--- config.mk ---
export PLATFORM = sky130hd
export DESIGN_NAME = fft_iter_addr_gen_flat
export DESIGN_NICKNAME = d
export VERILOG_FILES = /design/src/rtl/fft_iter_addr_gen_if.sv /design/src/rtl/fft_iter_addr_gen.sv /design/src/flat_wrapper.sv
export SDC_FILE = /design/constraint.sdc
export NUM_CORES = 1
export LEC_CHECK = 0
export ABC_AREA = 1
export CAP_MARGIN = 0
export CORE_MARGIN = 2
export CORE_UTILIZATION = 60
export DETAILED_ROUTE_END_ITERATION = 10
export DONT_BUFFER_PORTS = 1
export PLACE_DENSITY = 0.72
export SYNTH_ARGS = -nofsm -noshare
export SYNTH_HDL_FRONTEND = slang
export SYNTH_SLANG_ARGS = --single-unit
--- constraint.sdc ---
create_clock -name CLK -period 4.7 [get_ports CLK]
set_input_delay 0.47 -clock CLK [delete_from_list [all_inputs] [get_ports CLK]]
set_output_delay 0.47 -clock CLK [all_outputs]
set_load 0.03 [all_outputs]
--- src/rtl/fft_iter_addr_gen_if.sv ---
// fft_iter_addr_gen_if: sequencer inputs and RAM/ROM address outputs of the FFT address generator
// master drives EN/START/Wr/FIRST and observes the rest; slave is the generator side.
interface fft_iter_addr_gen_if #(
  parameter int LayWL  = 3,
  parameter int ButtWL = 4
);
  logic              EN;
  logic              START;
  logic              Wr;
  logic              FIRST;
  logic [ButtWL:0]   RD_ADDR_A;
  logic [ButtWL:0]   RD_ADDR_B;
  logic [ButtWL:0]   WR_ADDR_A;
  logic [ButtWL:0]   WR_ADDR_B;
  logic [ButtWL-1:0] W_ADDR;
  logic              RD_EN;
  logic              WR_EN;
  logic              SRC_SEL;
  logic [LayWL-1:0]  LAY_IDX;
  logic              BUSY;
  logic              DONE;
  logic              ERR;
  modport master (
    output EN, START, Wr, FIRST,
    input  RD_ADDR_A, RD_ADDR_B, WR_ADDR_A, WR_ADDR_B, W_ADDR,
    input  RD_EN, WR_EN, SRC_SEL, LAY_IDX, BUSY, DONE, ERR
  );
  modport slave (
    input  EN, START, Wr, FIRST,
    output RD_ADDR_A, RD_ADDR_B, WR_ADDR_A, WR_ADDR_B, W_ADDR,
    output RD_EN, WR_EN, SRC_SEL, LAY_IDX, BUSY, DONE, ERR
  );
endinterface

--- src/rtl/fft_iter_addr_gen.sv ---
// fft_iter_addr_gen: in-place radix-2 DIT FFT read/write/twiddle address and strobe generator
// Ports: CLK, RST_N (sync active-low), bus (slave): sequencer EN/START/Wr/FIRST in;
// RD/WR addresses, W_ADDR, RD_EN/WR_EN, SRC_SEL, LAY_IDX, BUSY, DONE, ERR out.
module fft_iter_addr_gen #(
  parameter int LAYERS      = 5,
  parameter int BUTTERFLYES = 16,
  parameter int LayWL       = 3,
  parameter int ButtWL      = 4
) (
  input logic                 CLK,
  input logic                 RST_N,
  fft_iter_addr_gen_if.slave  bus
);
  localparam int AW = ButtWL + 1;
  typedef enum logic {IDLE, RUN} state_t;
  state_t            state_q, state_d;
  logic [ButtWL-1:0] b_q, b_d;
  logic [LayWL-1:0]  l_q, l_d;
  logic [AW-1:0]     wr_a_q, wr_a_d, wr_b_q, wr_b_d;
  logic              done_q, done_d, err_q, err_d;
  logic              run, last_b, last_l;
  logic [AW-1:0]     pos, grp, rd_a, rd_b, w_full;
  logic [LayWL-1:0]  w_sh;
  assign run    = state_q == RUN;
  assign last_b = b_q == ButtWL'(BUTTERFLYES - 1);
  assign last_l = l_q == LayWL'(LAYERS - 1);
  // butterfly b of layer l pairs addresses 2^l apart inside group b>>l
  assign pos    = AW'(b_q) & ((AW'(1) << l_q) - AW'(1));
  assign grp    = AW'(b_q) >> l_q;
  assign rd_a   = (grp << (l_q + LayWL'(1))) | pos;
  assign rd_b   = rd_a + (AW'(1) << l_q);
  assign w_sh   = LayWL'(LAYERS - 1) - l_q;
  assign w_full = pos << w_sh;
  assign bus.RD_ADDR_A = run ? rd_a : '0;
  assign bus.RD_ADDR_B = run ? rd_b : '0;
  assign bus.W_ADDR    = run ? w_full[ButtWL-1:0] : '0;
  assign bus.WR_ADDR_A = wr_a_q;
  assign bus.WR_ADDR_B = wr_b_q;
  assign bus.RD_EN     = run & bus.EN & ~bus.Wr;
  assign bus.WR_EN     = run & bus.EN & bus.Wr;
  assign bus.SRC_SEL   = run & (l_q == '0);
  assign bus.LAY_IDX   = l_q;
  assign bus.BUSY      = run;
  assign bus.DONE      = done_q;
  assign bus.ERR       = err_q;
  always_comb begin
    state_d = state_q;
    b_d     = b_q;
    l_d     = l_q;
    wr_a_d  = wr_a_q;
    wr_b_d  = wr_b_q;
    err_d   = err_q;
    done_d  = 1'b0;
    if (!run) begin
      if (bus.START & bus.EN) begin
        state_d = RUN;
        b_d     = '0;
        l_d     = '0;
        err_d   = 1'b0;
      end
    end else if (bus.EN) begin
      err_d = err_q | (bus.FIRST != (l_q == '0));
      if (!bus.Wr) begin
        wr_a_d = rd_a;
        wr_b_d = rd_b;
      end else begin
        b_d = last_b ? '0 : b_q + ButtWL'(1);
        if (last_b) begin
          l_d     = last_l ? '0 : l_q + LayWL'(1);
          state_d = last_l ? IDLE : RUN;
          done_d  = last_l;
        end
      end
    end
  end
  always_ff @(posedge CLK) begin
    if (!RST_N) begin
      state_q <= IDLE;
      b_q     <= '0;
      l_q     <= '0;
      wr_a_q  <= '0;
      wr_b_q  <= '0;
      done_q  <= 1'b0;
      err_q   <= 1'b0;
    end else begin
      state_q <= state_d;
      b_q     <= b_d;
      l_q     <= l_d;
      wr_a_q  <= wr_a_d;
      wr_b_q  <= wr_b_d;
      done_q  <= done_d;
      err_q   <= err_d;
    end
  end
endmodule

--- src/flat_wrapper.sv ---
// flat-port wrapper written by rule: the top's interface ports become plain ports
module fft_iter_addr_gen_flat 
#(
  parameter int LAYERS      = 5,
  parameter int BUTTERFLYES = 16,
  parameter int LayWL       = 3,
  parameter int ButtWL      = 4
)
  (CLK, RST_N, bus_EN, bus_START, bus_Wr, bus_FIRST, bus_RD_ADDR_A, bus_RD_ADDR_B, bus_WR_ADDR_A, bus_WR_ADDR_B, bus_W_ADDR, bus_RD_EN, bus_WR_EN, bus_SRC_SEL, bus_LAY_IDX, bus_BUSY, bus_DONE, bus_ERR);
  fft_iter_addr_gen_if #(.LayWL(LayWL), .ButtWL(ButtWL)) bus_i ();
  input logic CLK;
  input logic RST_N;
  input wire logic [$bits(bus_i.EN)-1:0] bus_EN;
  input wire logic [$bits(bus_i.START)-1:0] bus_START;
  input wire logic [$bits(bus_i.Wr)-1:0] bus_Wr;
  input wire logic [$bits(bus_i.FIRST)-1:0] bus_FIRST;
  output wire logic [$bits(bus_i.RD_ADDR_A)-1:0] bus_RD_ADDR_A;
  output wire logic [$bits(bus_i.RD_ADDR_B)-1:0] bus_RD_ADDR_B;
  output wire logic [$bits(bus_i.WR_ADDR_A)-1:0] bus_WR_ADDR_A;
  output wire logic [$bits(bus_i.WR_ADDR_B)-1:0] bus_WR_ADDR_B;
  output wire logic [$bits(bus_i.W_ADDR)-1:0] bus_W_ADDR;
  output wire logic [$bits(bus_i.RD_EN)-1:0] bus_RD_EN;
  output wire logic [$bits(bus_i.WR_EN)-1:0] bus_WR_EN;
  output wire logic [$bits(bus_i.SRC_SEL)-1:0] bus_SRC_SEL;
  output wire logic [$bits(bus_i.LAY_IDX)-1:0] bus_LAY_IDX;
  output wire logic [$bits(bus_i.BUSY)-1:0] bus_BUSY;
  output wire logic [$bits(bus_i.DONE)-1:0] bus_DONE;
  output wire logic [$bits(bus_i.ERR)-1:0] bus_ERR;
  assign bus_i.EN = bus_EN;
  assign bus_i.START = bus_START;
  assign bus_i.Wr = bus_Wr;
  assign bus_i.FIRST = bus_FIRST;
  assign bus_RD_ADDR_A = bus_i.RD_ADDR_A;
  assign bus_RD_ADDR_B = bus_i.RD_ADDR_B;
  assign bus_WR_ADDR_A = bus_i.WR_ADDR_A;
  assign bus_WR_ADDR_B = bus_i.WR_ADDR_B;
  assign bus_W_ADDR = bus_i.W_ADDR;
  assign bus_RD_EN = bus_i.RD_EN;
  assign bus_WR_EN = bus_i.WR_EN;
  assign bus_SRC_SEL = bus_i.SRC_SEL;
  assign bus_LAY_IDX = bus_i.LAY_IDX;
  assign bus_BUSY = bus_i.BUSY;
  assign bus_DONE = bus_i.DONE;
  assign bus_ERR = bus_i.ERR;
  fft_iter_addr_gen #(.LAYERS(LAYERS), .BUTTERFLYES(BUTTERFLYES), .LayWL(LayWL), .ButtWL(ButtWL)) u_core (.CLK(CLK), .RST_N(RST_N), .bus(bus_i));
endmodule
# Word level (Yosys, flattened, before mapping)
# Cells that the tools add are included.
# classes
muxes	23
n_reduce_logical	7
n_addsub	5
shift	4
n_eq_ne	6
bitwise	9
# ops
operator	count
$mux 4	6
$mux 3	6
$mux 5	2
$mux 1	9
$ne 2x2->1 const B	3
$reduce_and 3->1	2
$add 5x5->5	1
$and 1x1->1	5
$and 4x5->5	1
$or 5x5->5	1
$reduce_and 5->1	1
$shl 1x3->5 const A	1
$shl 5x3->4	1
$shl 5x3->5	1
$shr 4x3->5	1
$sub 5x1->5 const B	1
$add 4x1->4 const B	1
$eq 4x4->1 const B	1
$reduce_and 4->1	1
$add 3x1->3 const B	1
$eq 3x3->1 const B	1
$logic_not 3->1	1
$sub 3x3->3 const A	1
$reduce_and 2->1	1
other kinds (4)	4
# word_totals
out_inout_bits	33
inputBits	6
regBits	20

# Depth between registers and ports, before layout
# Gate-level depths: netlist of run 1.
# logic_depth
word_depth	6
mapped_depth	20

# Worst setup path before layout of run 1
# Ideal clock, no wire load.
# synth_path
kind	register to output
start	register u_core.l_q[0], in the netlist u_core.bus.LAY_IDX[0]
end	output bus_RD_ADDR_B[4]
arrival_ps	3238
path_stages_with_launch	19
slack_ps	992
required_time_ps	4230
cell_sequence	dfxtp_1 -> buf_6 -> inv_4 -> buf_2 -> ha_1 -> ha_1 -> inv_1 -> ha_1 -> or2_2 -> o21ai_1 -> fa_1 -> nand3_1 -> nand2_1 -> nand2_1 -> nand2_1 -> inv_1 -> nand4_1 -> nand2_1 -> nor2_1
# synth_via
elab_chain_cells	6
word_cells_on_any_way	9
cone_classes	3 x add/sub; 3 x shift; 1 x mux; 2 x bitwise
# synth_rtl
element	line_no	rtl
start: declaration	fft_iter_addr_gen.sv:18	logic [LayWL-1:0] l_q, l_d;
start signal: assignment	fft_iter_addr_gen.sv:88	l_q <= l_d;
$shl 1x3->5	fft_iter_addr_gen.sv:28	assign pos = AW'(b_q) & ((AW'(1) << l_q) - AW'(1));
$sub 5x1->5	fft_iter_addr_gen.sv:28	
$and 4x5->5	fft_iter_addr_gen.sv:28	
$or 5x5->5 (*)	fft_iter_addr_gen.sv:30	assign rd_a = (grp << (l_q + LayWL'(1))) | pos;
named net u_core.rd_a[1]	fft_iter_addr_gen.sv:22	logic [AW-1:0] pos, grp, rd_a, rd_b, w_full;
$add 5x5->5 (*)	fft_iter_addr_gen.sv:31	assign rd_b = rd_a + (AW'(1) << l_q);
$mux 5 (*)	fft_iter_addr_gen.sv:35	assign bus.RD_ADDR_B = run ? rd_b : '0;
end: declaration	flat_wrapper.sv:18	output wire logic [$bits(bus_i.RD_ADDR_B)-1:0] bus_RD_ADDR_B;
# Mark *: on every way through the listed nets, which the timed path passes. The rest lies on a longest branch.

# Final worst setup path of run 1
# Same ends and word-level chain as after synthesis.

==> run summary, run 1 <==
Status: finished, final reports clean
Fin crit period: 4385 ps
CTS buffer count: 3
Starting DRT DRC Count: 62
Max FO, Critical Path: 15
Power share of the combinational group: 0.243
Avg Inst Size Synth: 6.580 um2
Core area: 2455 um2
CTS resizes: 0
Starting density of the core: 0.6218
Global Route Usage Sum: 0.2679
Net Switching: 154.0 uW
Pin count of the biggest net entering global routing: 18
Area grow syn2layout: 3.115%
Arr. time, crit path: 3920 ps
IO Port Bufs: 0
Main synth FF type: dfxtp_1
Post-synth top cells: nand2_1, inv_1, nor2_1
Grt total ovfl: 0
Post-Syn Nets: 252
Slew HR: 0.3853
Synth Warn #: 0
Setup ws final: 314.8 ps
Ys async rst share: 0
Routability cong.: 0.9375
Power per cell area: 283.8 nW/um2
Synthesized instance count: 232
Clk buf depth: 2
# rows: 18
Die Area: 2964 um2
Antenna diodes: 0
Internal: 292.8 uW
DP HPWL: 3022 um
Hold Slack: 292.3 ps
Initial antenna violation count: 0
Reg clk slew, reported paths: 120 ps
Worst EP required: 4230 ps
Layout Nets: 250
Leak pwr: 0.7589 nW
Critical path class: flip-flop to output port
Synth cell types: 34
Setup TNS: 0 ps
Clk pwr share: 0.318
CP Capture Type: output port
Skew-Pair Late Insertion Delay: 300 ps
# IOs: 39
Synthesized flop and latch total: 20
Die H: 54.44 um
Fmax: 228.0 MHz
Post-synthesis sequential area ratio: 0.2623
Pins over their slew limit: 0
DRC violations left: 0
Setup slack at placement: 676.8 ps
Hold depth: 2
Yosys top cell area share: 0.2623
Area leader, netlist: dfxtp_1
Final Cycle Share: 0.9330
Most instantiated library cell after synthesis: nand2_1
Post-synth EDFFs: 0
Worst setup SP type: flip-flop
HP Class: input port to flip-flop
Post-Layout Inst Area: 1574 um2
RSZ-0062 raised after global routing: no
Routed vias: 1495
Post-placement cell area: 1521 um2
Switching share of power: 0.3447
CTS tree: built
# Post-CTS Setup Buffers: 0
Final hold viol count: 0
Post-Synthesis Cell Area: 1526 um2
Register-to-Register Path Depth: 15
CTS sink cnt: 20
Routed WL per cell: 14.74 um
Clock Skews: 6.806 ps
Worst-Margin Slew: 921.1 ps
Setup Viol. Count Final: 0
Core Util, Final: 0.6412
Sequential Power Share: 0.439
Top post-synthesis cells by area: dfxtp_1, ha_1, nand2_1
MaxCap Viol Count: 0
Hold-fix buffers, CTS: 0
Die X: 54.44 um
Final antenna-violating net count: 0
DR vias/cell: 5.772
First-pass GRT wire length: 5692 um
Htree depth: 1
Vias in the first global route: 1303
Drt total wl: 3817 um
CTS root buf: clkbuf_4
Max IR drop VDD: 0.0002851 V
Layout cell share with drive strength beyond 1: 0.09607
1st-pass router iterations: 4
==> flip-flops by register name, summed over array words and instances, names as in the netlist <==
| register | count |
|---|---|
| u_core.b_q | 4 |
| u_core.bus.BUSY | 1 |
| u_core.bus.DONE | 1 |
| u_core.bus.ERR | 1 |
| u_core.bus.LAY_IDX | 3 |
| u_core.bus.WR_ADDR_A | 5 |
| u_core.bus.WR_ADDR_B | 5 |
==> area by class of cell <==
type | count | area [um2]
clock buffer | 3 | 22.52
sequential | 20 | 400.4
inverter | 37 | 141.4
fill | 229 | 880.8
multi-input combinational | 168 | 942.2
clock inverter | 1 | 30.03
tap | 30 | 37.54
==> cells in the final DEF (no fill, tap or decap), drive strengths merged <==
cell type	count
nor3	1
dfxtp	20
nor4	1
o211ai	1
clkbuf	3
inv	37
nor2	33
a21oi	19
a211oi	2
nand4	3
bufinv	1
ha	13
nand3	19
xor2	1
a21o	1
a31oi	4
or2	2
xnor2	1
nand2	43
fa	1
o21ai	23
==> path summary, 6_finish.rpt <==
kind | to | startpoint | slack (ps)
worst max-delay path | bus_RD_ADDR_B[4] | u_core.bus.LAY_IDX[0]$_SDFFE_PN0P_ | 310
worst min-delay path | u_core.bus.WR_ADDR_B[1]$_SDFFE_PN0P_ | RST_N | 290
worst max register to register | u_core.bus.WR_ADDR_B[4]$_SDFFE_PN0P_ | u_core.bus.LAY_IDX[0]$_SDFFE_PN0P_ | 1340
worst min register to register | u_core.b_q[1]$_SDFFE_PN0P_ | u_core.b_q[1]$_SDFFE_PN0P_ | 550
==> kinds of logic after synthesis <==
| logic type | count (synthesis) | share of synthesized area |
|---|---|---|
| adders and majority gates | 14 | 0.1197 |
| xor gates and xnor gates | 2 | 0.01148 |
| DFF | 20 | 0.2623 |
| AOI/OAI and AO/OA | 50 | 0.1811 |
| and+or+nand+nor | 102 | 0.3049 |
| buffers and inverters | 44 | 0.1205 |
==> stage by stage <==
stage	cells	total power, mW
2_1_floorplan	232	0.2893
3_3_place_gp	255	0.3048
3_5_place_dp	255	0.3064
4_1_cts	259	0.4456
5_1_grt	259	0.4671
6_report	259	0.4468
==> routing by layer <==
metal / share of wire / vias to the layer above / global-route usage / wire length, um
li1: - / 747 / - / -
met2: 0.47 / 50 / 0.4819 / 1794
met4: 0.0018 / 0 / 0.02917 / 7
met3: 0.062 / 2 / 0.05464 / 238
met5: 0 / - / 0 / 0
met1: 0.47 / 696 / 0.3378 / 1776
==> critical path, cell delays in order (launching register included) <==
cell	delay, ps
dfxtp_1	800
inv_4	190
ha_1	280
ha_1	260
inv_1	100
ha_1	220
or2_2	330
o21ai_1	200
fa_1	290
nand3_1	100
nand2_1	80
nand2_1	50
nand2_1	80
inv_1	40
nand4_1	80
nand2_1	90
nor2_1	440
==> power by group through the flow <==
stage	logic [mW]	registers, mW	clock network, mW
after detailed placement	0.106	0.200	0
after CTS	0.107	0.196	0.142
final	0.109	0.196	0.142
after global routing	0.121	0.198	0.148
after floorplan	0.0938	0.196	0
after global placement	0.105	0.200	0
(Power assumes the default switching activity.)
==> inputs of run 2 (changes only) <==
--- a/config.mk
+++ b/config.mk
@@ -8,10 +8,11 @@
 export ABC_AREA = 1
 export CAP_MARGIN = 0
 export CORE_MARGIN = 2
-export CORE_UTILIZATION = 60
+export CORE_UTILIZATION = 50
 export DETAILED_ROUTE_END_ITERATION = 10
 export DONT_BUFFER_PORTS = 1
-export PLACE_DENSITY = 0.72
+export PLACE_DENSITY = 0.61
+export SLEW_MARGIN = 5
 export SYNTH_ARGS = -nofsm -noshare
 export SYNTH_HDL_FRONTEND = slang
 export SYNTH_SLANG_ARGS = --single-unit
==> run 2 against run 1 <==
Against the previous run:
- critical path depth did not move
- flip-flop and latch count unchanged
- clock-buffer cell count is 1 higher
- routed wire length is 1.3% lower
- maximum frequency rose by 4.6%
- sequential power is essentially flat
- register-to-register slack gained 180 ps
- setup slack improved by 190 ps
- non-clock buffer count stayed put
- combinational power about the same
- utilization decreased by 12 points
- critical endpoint unchanged
==> run summary, run 2 (synthesis gave the netlist of run 1 again) <==
CTS buffer count: 3 (unchanged)
Die Area: 3511 um2 (was 2964 um2)
DP HPWL: 2982 um (was 3022 um)
Die X: 59.26 um (was 54.44 um)
IO Port Bufs: 0 (unchanged)
Final Cycle Share: 0.8924 (was 0.9330)
Final antenna-violating net count: 0 (unchanged)
Final hold viol count: 0 (unchanged)
Hold Slack: 286.3 ps (was 292.3 ps)
Fin crit period: 4194 ps (was 4385 ps)
Pin count of the biggest net entering global routing: 18 (unchanged)
DR vias/cell: 5.584 (was 5.772)
Die H: 59.26 um (was 54.44 um)
Area grow syn2layout: 2.377% (was 3.115%)
Hold-fix buffers, CTS: 0 (unchanged)
CTS tree: built (unchanged)
First-pass GRT wire length: 6161 um (was 5692 um)
Core area: 2978 um2 (was 2455 um2)
Worst EP required: 4230 ps (about the same)
Routability cong.: 0.8657 (was 0.9375)
Commonest cells after routing, fill and taps aside: nand2_1, inv_1, nor2_1, o21ai_0, dfxtp_1 (was nand2_1, inv_1, nor2_1, dfxtp_1, o21ai_0)
Initial antenna violation count: 0 (unchanged)
Routed vias: 1463 (was 1495)
Routed WL per cell: 14.38 um (was 14.74 um)
Worst-path cell chain: inv_1 > ha_1 > ha_1 > inv_1 > ha_1 > or2_2 > o21ai_1 > fa_1 > nand3_1 > nand2_1 > nand2_1 > nand2_1 > inv_1 > nand4_1 > nand2_1 > nor2_1 (was inv_4 > ha_1 > ha_1 > inv_1 > ha_1 > or2_2 > o21ai_1 > fa_1 > nand3_1 > nand2_1 > nand2_1 > nand2_1 > inv_1 > nand4_1 > nand2_1 > nor2_1)
DRC violations left: 0 (unchanged)
Cell family with most CP delay: simple AND/OR/NAND/NOR gates (unchanged)
Critical path's slowest cell: dfxtp_1 (unchanged)
Max stage delay on crit path: 620 ps (was 800 ps)
Drt total wl: 3767 um (was 3817 um)
Worst setup SP type: flip-flop (unchanged)
CTS root buf: clkbuf_4 (unchanged)
Vias in the first global route: 1345 (was 1303)
Status: finished, final reports clean (unchanged)
Commonest non-fill, non-tap cell in the layout: nand2_1 (unchanged)
Total power: 408.4 uW (was 446.8 uW)
Power per cell area: 261.3 nW/um2 (was 283.8 nW/um2)
Skew-Pair Late Insertion Delay: 300 ps (about the same)
HP Class: input port to flip-flop (unchanged)
Pins over their slew limit: 0 (unchanged)
# Post-CTS Setup Buffers: 0 (unchanged)
Reg clk slew, reported paths: 120 ps (about the same)
Starting density of the core: 0.5126 (was 0.6218)
CTS resizes: 0 (unchanged)
CP bufs+invs: 3 (unchanged)
Setup Viol. Count Final: 0 (unchanged)
Max FO, Critical Path: 6 (was 15)
Layout cell share with drive strength beyond 1: 0.1004 (was 0.09607)
Global Route Usage Sum: 0.2276 (was 0.2679)
Slew HR: 0.3997 (was 0.3853)
Leak pwr: 0.7524 nW (was 0.7589 nW)
1st-pass router iterations: 4 (unchanged)
Post-placement cell area: 1525 um2 (was 1521 um2)
Htree depth: 1 (unchanged)
Setup TNS: 0 ps (unchanged)
Max IR drop VDD: 0.0001542 V (was 0.0002851 V)
Layout Nets: 250 (unchanged)
Starting DRT DRC Count: 152 (was 62)
Clock Skews: 5.824 ps (was 6.806 ps)
Fmax: 238.4 MHz (was 228.0 MHz)
CTS sink cnt: 20 (unchanged)
Placed cell count: 258 (was 255)
Clk buf depth: 2 (unchanged)
Grt total ovfl: 0 (unchanged)
Critical path class: flip-flop to output port (unchanged)
# IOs: 39 (unchanged)
Arr. time, crit path: 3720 ps (was 3920 ps)
RSZ-0062 raised after global routing: no (unchanged)
CP Capture Type: output port (unchanged)
Post-Layout Inst Area: 1563 um2 (was 1574 um2)
MaxCap Viol Count: 0 (unchanged)
Final cell count without fillers: 262 (was 259)
# rows: 20 (was 18)
CP most frequent cell: nand2_1 (unchanged)
Worst-Margin Slew: 899.5 ps (was 921.1 ps)
Antenna diodes: 0 (unchanged)
-- run 2: changes by cell type in the layout (fill, tap and decap cells not counted), sizes merged --
cell	before	now
clkbuf	3	4
bufinv	1	0
-- run 2: through the flow --
step	worst slack, ps	utilization
finish	505.8	0.5248
global route	194.8	0.5248
CTS	325.5	0.5244
detailed placement	687.3	0.5122
global placement	802.4	0.5122
floorplan	991.7	-
-- run 2: per-layer routing --
metal / vias to the layer above / track usage / wire [um]
met4: 0 / 0.06169 / 6
li1: 745 / - / -
met3: 2 / 0.04148 / 259
met1: 664 / 0.3270 / 1720
met2: 52 / 0.3485 / 1780
met5: - / 0 / 0
-- run 2: power by group --
| group | total (mW) | switching (mW) | internal, mW | leakage, nW |
|---|---|---|---|---|
| Sequential | 0.197 | 0.0212 | 0.176 | 0.163 |
| Clock | 0.103 | 0.0555 | 0.0473 | 0.0210 |
| Combinational | 0.109 | 0.0773 | 0.0315 | 0.569 |
| Total | 0.408 | 0.154 | 0.254 | 0.752 |
-- run 2: final cells by class --
cell class / count / area, um2
fill: 293 / 1415
sequential: 20 / 401.6
tap: 33 / 41.29
clock buffer: 4 / 36.28
multi-input combinational: 168 / 942.2
inverter: 37 / 141.4
-- run 2: path summary, 6_finish.rpt --
check / slack [ps] / cells after the start / startpoint / endpoint
max reg2reg: 1520 / 15 / u_core.bus.LAY_IDX[1]$_SDFFE_PN0P_ / u_core.bus.WR_ADDR_B[4]$_SDFFE_PN0P_
max: 510 / 16 / u_core.bus.LAY_IDX[1]$_SDFFE_PN0P_ / bus_RD_ADDR_B[4]
min: 290 / 2 / RST_N / u_core.bus.WR_ADDR_B[0]$_SDFFE_PN0P_
min reg2reg: 560 / 2 / u_core.b_q[1]$_SDFFE_PN0P_ / u_core.b_q[1]$_SDFFE_PN0P_
